`src/rtl/dac_frame_ctrl_pkg.sv`:
```
// -----------------------------------------------------------------------------
// dac_frame_ctrl_pkg
// Shared definitions for the DAC frame controller:
//   - frame_state_e : FSM state encoding (IDLE, SHIFT, LATCH, GAP)
//   - legal limits for the CLKDIV and GAP_CYC parameters
//   - clamp_range   : folds an out-of-range parameter back into its legal span
// -----------------------------------------------------------------------------
package dac_frame_ctrl_pkg;

    typedef enum logic [1:0] {
        ST_IDLE  = 2'd0,
        ST_SHIFT = 2'd1,
        ST_LATCH = 2'd2,
        ST_GAP   = 2'd3
    } frame_state_e;

    localparam int CLKDIV_MIN  = 1;
    localparam int CLKDIV_MAX  = 255;
    localparam int GAP_CYC_MIN = 0;
    localparam int GAP_CYC_MAX = 255;

    // Both the dclk phase divider and the gap counter are 8 bits wide.
    localparam int DIV_CNT_W = 8;

    // Clamp a parameter value into [lo, hi] so an illegal setting cannot
    // produce a zero-length phase or an overflowing counter compare.
    function automatic int clamp_range(input int value, input int lo, input int hi);
        if (value < lo) begin
            return lo;
        end else if (value > hi) begin
            return hi;
        end else begin
            return value;
        end
    endfunction

endpackage

```
`src/rtl/dac_frame_ctrl_if.sv`:
```
// -----------------------------------------------------------------------------
// dac_frame_ctrl_if
// Sample-stream handshake, DAC serial pins and status flags of the frame
// controller, bundled as one interface.
//   slave  : the controller's view (takes samples, drives the DAC pins)
//   master : the producer/supervisor's view
// Signals:
//   en, s_valid, s_data, clr_underrun           -> into the controller
//   s_ready, dclk, dce_n, dout, busy,
//   frame_done, underrun                        <- out of the controller
// -----------------------------------------------------------------------------
interface dac_frame_ctrl_if #(
    parameter int DWIDTH = 8
);
    logic              en;
    logic              s_valid;
    logic [DWIDTH-1:0] s_data;
    logic              s_ready;
    logic              dclk;
    logic              dce_n;
    logic              dout;
    logic              busy;
    logic              frame_done;
    logic              underrun;
    logic              clr_underrun;

    modport slave (
        input  en, s_valid, s_data, clr_underrun,
        output s_ready, dclk, dce_n, dout, busy, frame_done, underrun
    );

    modport master (
        output en, s_valid, s_data, clr_underrun,
        input  s_ready, dclk, dce_n, dout, busy, frame_done, underrun
    );
endinterface

```
`src/rtl/dac_frame_ctrl_clkdiv.sv`:
```
// -----------------------------------------------------------------------------
// dac_clkdiv
// dclk phase divider. Counts CLKDIV clk10m cycles per phase and toggles the
// phase bit at the end of each phase, so phase is directly usable as a
// registered, glitch-free dclk.
// Ports:
//   clk10m, rst_n : clock, synchronous active-low reset
//   clr           : restart at count 0, phase 0 (takes priority over counting)
//   phase         : 0 = low half, 1 = high half of the dclk period
//   phase_end     : last cycle of the current phase
//   period_end    : last cycle of the high phase (one full dclk period done)
// -----------------------------------------------------------------------------
module dac_clkdiv
    import dac_frame_ctrl_pkg::*;
#(
    parameter int CLKDIV = 4
) (
    input  logic clk10m,
    input  logic rst_n,
    input  logic clr,
    output logic phase,
    output logic phase_end,
    output logic period_end
);

    localparam logic [DIV_CNT_W-1:0] LAST_CNT = DIV_CNT_W'(CLKDIV - 1);

    logic [DIV_CNT_W-1:0] cnt_r;
    logic                 phase_r;

    // Phase counter and phase bit.
    always_ff @(posedge clk10m) begin
        if (!rst_n) begin
            cnt_r   <= '0;
            phase_r <= 1'b0;
        end else if (clr) begin
            cnt_r   <= '0;
            phase_r <= 1'b0;
        end else if (cnt_r == LAST_CNT) begin
            cnt_r   <= '0;
            phase_r <= ~phase_r;
        end else begin
            cnt_r   <= cnt_r + DIV_CNT_W'(1);
        end
    end

    assign phase      = phase_r;
    assign phase_end  = (cnt_r == LAST_CNT);
    assign period_end = (cnt_r == LAST_CNT) & phase_r;

endmodule

```
`src/rtl/dac_frame_ctrl.sv`:
```
// -----------------------------------------------------------------------------
// dac_frame_ctrl
// Takes one DWIDTH-bit sample per frame over a valid/ready handshake and
// shifts it LSB first to a serial DAC: DWIDTH dclk periods of data, a
// CLKDIV-cycle active-low latch strobe, then GAP_CYC idle cycles.
// Ports:
//   clk10m : sole clock
//   rst_n  : synchronous active-low reset; abandons any frame in progress
//   bus    : dac_frame_ctrl_if.slave -- en, s_valid/s_data/s_ready handshake,
//            dclk/dce_n/dout DAC pins, busy, frame_done, underrun,
//            clr_underrun
// Frame length from handshake to the next s_ready is
// 2*CLKDIV*DWIDTH + CLKDIV + GAP_CYC cycles; frame_done marks its last cycle.
// -----------------------------------------------------------------------------
module dac_frame_ctrl
    import dac_frame_ctrl_pkg::*;
#(
    parameter int DWIDTH  = 8,
    parameter int CLKDIV  = 4,
    parameter int GAP_CYC = 2
) (
    input  logic           clk10m,
    input  logic           rst_n,
    dac_frame_ctrl_if.slave bus
);

    localparam int CLKDIV_EFF  = clamp_range(CLKDIV,  CLKDIV_MIN,  CLKDIV_MAX);
    localparam int GAP_CYC_EFF = clamp_range(GAP_CYC, GAP_CYC_MIN, GAP_CYC_MAX);
    localparam int BIT_W       = $clog2(DWIDTH + 1);

    localparam logic [BIT_W-1:0]     LAST_BIT = BIT_W'(DWIDTH - 1);
    localparam logic [DIV_CNT_W-1:0] GAP_LAST = (GAP_CYC_EFF > 0) ?
                                                DIV_CNT_W'(GAP_CYC_EFF - 1) :
                                                DIV_CNT_W'(0);

    frame_state_e         state_r;
    frame_state_e         state_nx_s;
    logic [DWIDTH-1:0]    shreg_r;
    logic [BIT_W-1:0]     bit_cnt_r;
    logic [DIV_CNT_W-1:0] gap_cnt_r;
    logic                 dce_n_r;
    logic                 busy_r;
    logic                 underrun_r;
    logic                 armed_r;

    logic                 div_clr_s;
    logic                 div_phase_s;
    logic                 div_phase_end_s;
    logic                 div_period_end_s;

    logic                 s_ready_s;
    logic                 hs_s;
    logic                 last_bit_s;
    logic                 latch_end_s;
    logic                 gap_end_s;
    logic                 frame_done_s;
    logic                 underrun_set_s;

    dac_clkdiv #(
        .CLKDIV (CLKDIV_EFF)
    ) u_clkdiv (
        .clk10m     (clk10m),
        .rst_n      (rst_n),
        .clr        (div_clr_s),
        .phase      (div_phase_s),
        .phase_end  (div_phase_end_s),
        .period_end (div_period_end_s)
    );

    // Handshake, end-of-state strobes and underrun set condition.
    always_comb begin
        s_ready_s      = (state_r == ST_IDLE) & bus.en;
        hs_s           = s_ready_s & bus.s_valid;
        last_bit_s     = (state_r == ST_SHIFT) & div_period_end_s & (bit_cnt_r == LAST_BIT);
        latch_end_s    = (state_r == ST_LATCH) & div_phase_end_s;
        gap_end_s      = (state_r == ST_GAP) & (gap_cnt_r == GAP_LAST);
        underrun_set_s = (state_r == ST_IDLE) & bus.en & ~bus.s_valid & armed_r;
        if (GAP_CYC_EFF == 0) begin
            frame_done_s = latch_end_s;
        end else begin
            frame_done_s = gap_end_s;
        end
    end

    // Next-state logic.
    always_comb begin
        state_nx_s = state_r;
        case (state_r)
            ST_IDLE: begin
                if (hs_s) begin
                    state_nx_s = ST_SHIFT;
                end else begin
                    state_nx_s = ST_IDLE;
                end
            end
            ST_SHIFT: begin
                if (last_bit_s) begin
                    state_nx_s = ST_LATCH;
                end else begin
                    state_nx_s = ST_SHIFT;
                end
            end
            ST_LATCH: begin
                if (latch_end_s) begin
                    state_nx_s = (GAP_CYC_EFF == 0) ? ST_IDLE : ST_GAP;
                end else begin
                    state_nx_s = ST_LATCH;
                end
            end
            ST_GAP: begin
                if (gap_end_s) begin
                    state_nx_s = ST_IDLE;
                end else begin
                    state_nx_s = ST_GAP;
                end
            end
            default: begin
                state_nx_s = ST_IDLE;
            end
        endcase
    end

    // The divider only runs inside SHIFT and LATCH, and restarts on every
    // state change, so its phase bit is 0 everywhere except the high half of
    // each SHIFT bit and can drive dclk directly.
    always_comb begin
        if ((state_nx_s != state_r) ||
            ((state_r != ST_SHIFT) && (state_r != ST_LATCH))) begin
            div_clr_s = 1'b1;
        end else begin
            div_clr_s = 1'b0;
        end
    end

    // FSM state register.
    always_ff @(posedge clk10m) begin
        if (!rst_n) begin
            state_r <= ST_IDLE;
        end else begin
            state_r <= state_nx_s;
        end
    end

    // Shift register, bit counter and gap counter.
    // The register shifts in zeros, so after DWIDTH shifts it is all-zero and
    // shreg_r[0] is already the required dout=0 in LATCH, GAP and IDLE.
    always_ff @(posedge clk10m) begin
        if (!rst_n) begin
            shreg_r   <= '0;
            bit_cnt_r <= '0;
            gap_cnt_r <= '0;
        end else begin
            if (hs_s) begin
                shreg_r   <= bus.s_data;
                bit_cnt_r <= '0;
            end else if ((state_r == ST_SHIFT) && div_period_end_s) begin
                shreg_r   <= shreg_r >> 1;
                bit_cnt_r <= bit_cnt_r + BIT_W'(1);
            end
            if ((state_r == ST_GAP) && !gap_end_s) begin
                gap_cnt_r <= gap_cnt_r + DIV_CNT_W'(1);
            end else begin
                gap_cnt_r <= '0;
            end
        end
    end

    // Registered latch strobe and busy flag, decoded from the next state.
    always_ff @(posedge clk10m) begin
        if (!rst_n) begin
            dce_n_r <= 1'b1;
            busy_r  <= 1'b0;
        end else begin
            dce_n_r <= (state_nx_s != ST_LATCH);
            busy_r  <= (state_nx_s != ST_IDLE);
        end
    end

    // Sticky underrun; only armed once a frame has completed since reset.
    always_ff @(posedge clk10m) begin
        if (!rst_n) begin
            underrun_r <= 1'b0;
            armed_r    <= 1'b0;
        end else begin
            if (frame_done_s) begin
                armed_r <= 1'b1;
            end
            if (underrun_set_s) begin
                underrun_r <= 1'b1;
            end else if (bus.clr_underrun) begin
                underrun_r <= 1'b0;
            end
        end
    end

    assign bus.s_ready    = s_ready_s;
    assign bus.dclk       = div_phase_s;
    assign bus.dout       = shreg_r[0];
    assign bus.dce_n      = dce_n_r;
    assign bus.busy       = busy_r;
    assign bus.frame_done = frame_done_s;
    assign bus.underrun   = underrun_r;

endmodule
```
`src/flat_wrapper.sv`:
```
// flat-port wrapper written by rule: the top's interface ports become plain ports
module dac_frame_ctrl_flat import dac_frame_ctrl_pkg::*;
#(
    parameter int DWIDTH  = 8,
    parameter int CLKDIV  = 4,
    parameter int GAP_CYC = 2
)
  (clk10m, rst_n, bus_en, bus_s_valid, bus_s_data, bus_clr_underrun, bus_s_ready, bus_dclk, bus_dce_n, bus_dout, bus_busy, bus_frame_done, bus_underrun);
  dac_frame_ctrl_if #(.DWIDTH(DWIDTH)) bus_i ();
  input  logic clk10m;
  input  logic rst_n;
  input wire logic [$bits(bus_i.en)-1:0] bus_en;
  input wire logic [$bits(bus_i.s_valid)-1:0] bus_s_valid;
  input wire logic [$bits(bus_i.s_data)-1:0] bus_s_data;
  input wire logic [$bits(bus_i.clr_underrun)-1:0] bus_clr_underrun;
  output wire logic [$bits(bus_i.s_ready)-1:0] bus_s_ready;
  output wire logic [$bits(bus_i.dclk)-1:0] bus_dclk;
  output wire logic [$bits(bus_i.dce_n)-1:0] bus_dce_n;
  output wire logic [$bits(bus_i.dout)-1:0] bus_dout;
  output wire logic [$bits(bus_i.busy)-1:0] bus_busy;
  output wire logic [$bits(bus_i.frame_done)-1:0] bus_frame_done;
  output wire logic [$bits(bus_i.underrun)-1:0] bus_underrun;
  assign bus_i.en = bus_en;
  assign bus_i.s_valid = bus_s_valid;
  assign bus_i.s_data = bus_s_data;
  assign bus_i.clr_underrun = bus_clr_underrun;
  assign bus_s_ready = bus_i.s_ready;
  assign bus_dclk = bus_i.dclk;
  assign bus_dce_n = bus_i.dce_n;
  assign bus_dout = bus_i.dout;
  assign bus_busy = bus_i.busy;
  assign bus_frame_done = bus_i.frame_done;
  assign bus_underrun = bus_i.underrun;
  dac_frame_ctrl #(.DWIDTH(DWIDTH), .CLKDIV(CLKDIV), .GAP_CYC(GAP_CYC)) u_core (.clk10m(clk10m), .rst_n(rst_n), .bus(bus_i));
endmodule
```
`config.mk`:
```
export PLATFORM = sky130hd
export DESIGN_NAME = dac_frame_ctrl_flat
export DESIGN_NICKNAME = d
export VERILOG_FILES = /design/src/rtl/dac_frame_ctrl_pkg.sv /design/src/rtl/dac_frame_ctrl_if.sv /design/src/rtl/dac_frame_ctrl_clkdiv.sv /design/src/rtl/dac_frame_ctrl.sv /design/src/flat_wrapper.sv
export SDC_FILE = /design/constraint.sdc
export NUM_CORES = 1
export LEC_CHECK = 0
export ABC_CLOCK_PERIOD_IN_PS = 3000
export CORE_MARGIN = 2
export CORE_UTILIZATION = 54
export DETAILED_ROUTE_END_ITERATION = 7
export GPL_TIMING_DRIVEN = 0
export PLACE_DENSITY = 0.89
export SLEW_MARGIN = 20
export SYNTH_ARGS = -nofsm -noshare
export SYNTH_HDL_FRONTEND = slang
export SYNTH_SLANG_ARGS = --single-unit
```
`constraint.sdc`:
```
create_clock -name clk10m -period 3 [get_ports clk10m]
set_input_delay 0.9 -clock clk10m [delete_from_list [all_inputs] [get_ports clk10m]]
set_output_delay 0.9 -clock clk10m [all_outputs]
set_load 0.05 [all_outputs]
```
== Yosys cells after proc, flatten, opt, wreduce, memory -nomap -nowiden ==
Cells that the tools add are included.

* Input bits: 13
* Memories kept: 0
* Bits in read-only memories: 0
* Output and inout port bits: 7
* Memory bits (writable): 0
* Latch bits: 0
* Flip-flop bits (word level): 35

* Equality and inequality tests: 10
* Reduce and logical (&&, ||, !) cells: 13
* Multiplexer cells: 10
* Divide/modulo/power cells: 0
* Shifts and indexed selects: 0
* Multipliers: 0
* Bitwise logic cells: 12
* $add $sub $neg: 3
* Magnitude comparators: 0

{| class="wikitable"
|+ Operator list
! cell !! number
|-
| 8-bit by 1-bit adder with 8-bit output, second input constant || 2
|-
| 8-bit 2-to-1 mux || 2
|-
| 1-bit bitwise AND || 9
|-
| 8-bit by 1-bit equality test with 1-bit output, second input constant || 1
|-
| 8-bit by 2-bit equality test with 1-bit output, second input constant || 1
|-
| 2-bit one-hot mux with 4 select lines || 1
|-
| 2-bit nonzero test || 3
|-
| 1-bit 2-to-1 mux || 5
|-
| 4-bit by 1-bit adder with 4-bit output, second input constant || 1
|-
| 2-bit equality test, second input constant || 2
|-
| 4-bit by 3-bit equality test with 1-bit output, second input constant || 1
|-
| 2-bit 2-to-1 mux || 2
|-
| 2-bit inequality test, second input constant || 2
|-
| 2-bit OR reduction || 2
|-
| 1-bit logical AND || 3
|-
| 1-bit NOT || 3
|-
| 3-bit OR reduction || 1
|-
| 2-bit by 1-bit equality test with 1-bit output, second input constant || 1
|-
| 2-bit zero test || 1
|-
| 2-bit by 1-bit inequality test with 1-bit output, second input constant || 1
|-
| 2-bit inequality test || 1
|-
| 2-bit AND reduction || 1
|-
| 1-bit zero test || 1
|-
| 1-bit logical OR || 1
|}

== Longest topological paths before layout ==
* Depth after elaboration: 10
* Depth in mapped cells: 8
* Gate-level depth less buffers: 7

== Modules after synthesis ==
Synthesis repeated with hierarchy kept, for this count alone.

* Cell total of the unflattened synthesis: 178
* Area total of the unflattened synthesis: 1,610.3 µm²

{| class="wikitable"
|+ Modules (own cells, without submodules)
! module !! instances !! area each (µm²) !! sequential area each (µm²) !! cells an instance
|-
| dac_frame_ctrl || 1 || 1,201.2 || 520.5 || 131
|-
| dac_clkdiv || 1 || 409.1 || 180.2 || 47
|}

== Worst setup path after synthesis ==
OpenSTA, ideal clock, no wires.

* Path type: input to register
* Start point: in bus_en
* End point: reg u_core.u_clkdiv.phase_r, in the netlist u_core.u_clkdiv.phase
* Data required time: 2,883 ps
* Data arrival time: 2,516 ps
* Library setup time: 117 ps
* Setup slack: 366 ps
* Stages: 6
* Cell sequence: and2_1 -> clkbuf_1 -> nand2_1 -> a32oi_2 -> xnor2_2 -> and4bb_2

* Longest elaborated chain between the ends: 8

{| class="wikitable"
|+ RTL lines
! what !! RTL line !! RTL
|-
| start: declaration || flat_wrapper.sv:12 || <nowiki>input wire logic [$bits(bus_i.en)-1:0] bus_en;</nowiki>
|-
| 1-bit bitwise AND || dac_frame_ctrl.sv:72 || <nowiki>s_ready_s = (state_r == ST_IDLE) & bus.en;</nowiki>
|-
| net bus_s_ready || flat_wrapper.sv:16 || <nowiki>output wire logic [$bits(bus_i.s_ready)-1:0] bus_s_ready;</nowiki>
|-
| 1-bit bitwise AND || dac_frame_ctrl.sv:73 || <nowiki>hs_s = s_ready_s & bus.s_valid;</nowiki>
|-
| 1-bit 2-to-1 mux || dac_frame_ctrl.sv:90 || <nowiki>if (hs_s) begin</nowiki>
|-
| 2-bit one-hot mux with 4 select lines || dac_frame_ctrl.sv:88 || <nowiki>case (state_r)</nowiki>
|-
| 2-bit inequality test || dac_frame_ctrl.sv:127 || <nowiki>if ((state_nx_s != state_r) ||</nowiki>
|-
| 1-bit logical OR || dac_frame_ctrl.sv:127 ||
|-
| 1-bit 2-to-1 mux || dac_frame_ctrl.sv:127 ||
|-
| 2-bit OR reduction (no line) || -- ||
|-
| end signal: assignment || dac_frame_ctrl_clkdiv.sv:41 || <nowiki>phase_r <= ~phase_r;</nowiki>
|-
| end: declaration || dac_frame_ctrl_clkdiv.sv:29 || <nowiki>logic phase_r;</nowiki>
|}

The timed path passes the listed nets, and every way through them passes these cells.
A chain may end at the register's enable or synchronous reset.

== Worst setup path in the final report ==
* Start point: in bus_en
* End point: out bus_s_ready

* Longest elaborated chain between the ends: 1

{| class="wikitable"
|+ RTL lines
! what !! RTL line
|-
| 1-bit bitwise AND || dac_frame_ctrl.sv:72
|-
| end: declaration || flat_wrapper.sv:16
|}

No other way between the ends.

==> impl_metrics.json <==
{
  "layout.cells.most_common": "sky130_fd_sc_hd__dfxtp_1",
  "crit_slowest_cell": "sky130_fd_sc_hd__clkdlybuf4s50_1",
  "worst_pin_slew_ps": 551.5,
  "leakagePower_nw": 0.6970,
  "detailedPlacementHpwl_microns": 2155,
  "antenna_violations_before_repair": 0,
  "netlist.area_leader.share": 0.4259,
  "synth_compound_gate_area_share": 0.09430,
  "routed_wl_microns": 2966,
  "cp_depth": 4,
  "antenna_diode_count": 0,
  "path_buf_inv": 3,
  "worst_hold_startpoint": "u_core.shreg_r[7]",
  "timing_max_transition_violations_final": 0,
  "synth_cell_types": 32,
  "clk_transition_reported_paths_ps": 100,
  "worst_r2r_startpoint": "u_core.u_clkdiv.cnt_r[0]",
  "die_width_microns": 59.20,
  "synth_top_family_by_area": "simple AND/OR/NAND/NOR gates",
  "power_uw": 860.3,
  "synth-xor-area-share": 0.1004,
  "tritoncts": "built",
  "drt_drc_violations_left": 0,
  "design.portCount": 20,
  "pwr_density_cell_mw_per_mm2": 443.3,
  "cts-htree-levels": 2,
  "synth_adder_area_share": 0.06844,
  "routedWlPerCell_microns": 12.36,
  "syn-instance-count": 180,
  "post_route_cells_drive_above_1_share": 0.1014,
  "first_global_vias": 1214,
  "drv.max_cap_violation_count": 0,
  "cpPeakStageDelay_ps": 440,
  "clock_tree.root_cell": "sky130_fd_sc_hd__clkbuf_4",
  "synth-warning-count": 0,
  "postPlaceCellArea_sq_mm": 0.001877,
  "rsz_0062_raised_after_global_routing": "no",
  "grt.total_usage": 0.1859,
  "final.period_utilization": 0.9672,
  "cp_cell_sequence": "clkdlybuf4s50_1 > and2_1 > clkbuf_1 > clkdlybuf4s18_2",
  "worstSetupPathType": "in2out",
  "drt_first_iter_violations": 63,
  "grt_overflow_total": 0,
  "finalCriticalPeriod_ps": 2902,
  "timing.rr.end": "u_core.u_clkdiv.cnt_r[4]",
  "ant_nets": 0,
  "achievable-frequency_ghz": 0.3446,
  "min_delay_worst_endpoint": "u_core.shreg_r[7]",
  "hold_path.class": "reg2reg",
  "worst_path_dominant_cell_family": "buffers and inverters",
  "mappedNetlistArea_sq_mm": 0.001645,
  "final_cell_mix": "sky130_fd_sc_hd__dfxtp_1, sky130_fd_sc_hd__nor2_1, sky130_fd_sc_hd__nand2_1",
  "clock_buffers_created_by_tritoncts": 5,
  "yosys_register_bits": 35,
  "clock_skew_ps": 4.424,
  "core_region_area_sq_mm": 0.002978,
  "synth_area_leader_cell": "sky130_fd_sc_hd__dfxtp_1",
  "final_net_count": 228,
  "worst-endpoint-arrival_ps": 2000,
  "die_area_sq_mm": 0.003505,
  "cts.sinks": 35,
  "ys_top_cells_by_area": "sky130_fd_sc_hd__dfxtp_1, sky130_fd_sc_hd__ha_1, sky130_fd_sc_hd__nor2_1",
  "r2r_cells": 6,
  "yosys.area_share.simple": 0.2837,
  "critical_path_required_ps": 2100,
  "clockBufferDepth": 2,
  "fin_worst_hold_slack_ps": 475.9,
  "vdd.ir_drop.worst_mv": 0.2741,
  "setup-violations-final": 0,
  "layout.cell_area.non_filler_sq_mm": 0.001941,
  "crit_path_end_kind": "output port",
  "post_cts.repair.setup_buffers": 0,
  "die_y_microns": 59.20,
  "crit_fanout": 4,
  "route.vias.total": 1309,
  "relSlewSlack": 0.6297,
  "initial_cell_density_of_the_core": 0.5525,
  "start_kind": "primary input",
  "run_status": "finished clean",
  "min_delay_path_depth": 2,
  "std_cell_rows": 20,
  "finalWorstSetupSlack_ps": 98.42,
  "seq_area_frac_synth": 0.4259,
  "synthesis.nets": 202,
  "worstSkewPairLatency_ps": 340,
  "synth.avg_cell_area_sq_um": 9.141,
  "globalplace.congestion": 0.8138,
  "final_hold_viol_count": 0,
  "r2r_slack_ps": 550,
  "dp_worst_setup_slack_ps": -336.1,
  "placement.io_buffers": 19,
  "grt_start_max_net_pins": 11,
  "drt_pass_1_iters": 4,
  "synth_mux_area_frac": 0,
  "wire_length_of_the_first_global_routing_pass_microns": 5023,
  "timing.setup.tns_ps": 0,
  "via_per_inst": 5.454,
  "areaGrowthSynthToFinish_pct": 17.95
}
[kinds of logic after synthesis]
logic type	count (synthesis)
buffers and inverters	12
xor gates and xnor gates	18
AOI/OAI and AO/OA	17
DFF	35
and+or+nand+nor	89
adders and majority gates	9
[stage by stage]
step | instances | utilization
after global routing | 240 | 0.6517
after detailed placement | 232 | 0.6303
after CTS | 240 | 0.6534
final | 240 | 0.6517
after floorplan | 180 | -
after global placement | 232 | 0.6303
[how the worst max path moves through the flow]
stage	endpoint	from	slack (ps)
4_1_cts	bus_frame_done	u_core.gap_cnt_r[5]	20
2_1_floorplan	u_core.u_clkdiv.phase	bus_en	370
3_5_place_dp	bus_s_ready	bus_en	-340
5_1_grt	bus_s_ready	bus_en	2
3_3_place_gp	bus_s_ready	bus_en	-340
6_report	bus_s_ready	bus_en	100
[metal layers]
metal  vias to the layer above  GRT usage  wire (microns)
met5                         -          0               0
met4                         0    0.09416              61
met3                         7    0.04148             101
met2                        24     0.2951            1365
met1                       606     0.2355            1438
li1                        672          -               -
[synth_stat cells, drive strengths merged]
| library cell | instances |
|---|---|
| nor4b | 5 |
| a31oi | 1 |
| nand2b | 1 |
| and3 | 3 |
| or4bb | 1 |
| nand4 | 1 |
| nor3 | 1 |
| nor2 | 26 |
| a32oi | 1 |
| xor2 | 7 |
| or4 | 1 |
| and2 | 2 |
| nand3b | 2 |
| xnor2 | 11 |
| nand2 | 24 |
| a31o | 1 |
| nand3 | 13 |
| o31ai | 1 |
| or3b | 1 |
| o21a | 1 |
| dfxtp | 35 |
| ha | 9 |
| or2 | 2 |
| buf | 1 |
| o41ai | 1 |
| a21oi | 4 |
| nor4 | 2 |
| inv | 7 |
| and4bb | 4 |
| clkbuf | 4 |
| a311oi | 7 |
[layout make-up]
cell class | count | area, sq um
buffer | 5 | 18.77
clock buffer | 8 | 68.82
fill | 239 | 1037
inverter | 7 | 26.28
multi-input combinational | 133 | 899.6
sequential | 35 | 700.7
tap | 33 | 41.29
timing repair buffer | 19 | 185.2
[state kept, by name, indices dropped and copies added, names as in the netlist]
register	count
u_core.bus.busy	1
u_core.bus.dce_n	1
u_core.u_clkdiv.cnt_r	8
u_core.bus.underrun	1
u_core.bit_cnt_r	4
u_core.armed_r	1
u_core.u_clkdiv.phase	1
u_core.gap_cnt_r	8
u_core.state_r	2
u_core.shreg_r	8
[tightest hold or removal path, delay by kind of cell (launching register included)]
kind,cells,cell delay [ps]
AO/OA/AOI/OAI,1,60
flip-flops,1,320
AND/OR/NAND/NOR,1,60
[power by group]
group,internal [mW],switching (mW)
Clock,0.138,0.151
Sequential,0.475,0.00604
Combinational,0.0422,0.0477
[repair_timing]
item                                    in CTS  in global routing
resized for setup                            4                  3
hold buffers                                 0                  0
endpoints found under the setup margin       2                  2
No activity file was read; power rests on OpenSTA's default activity.
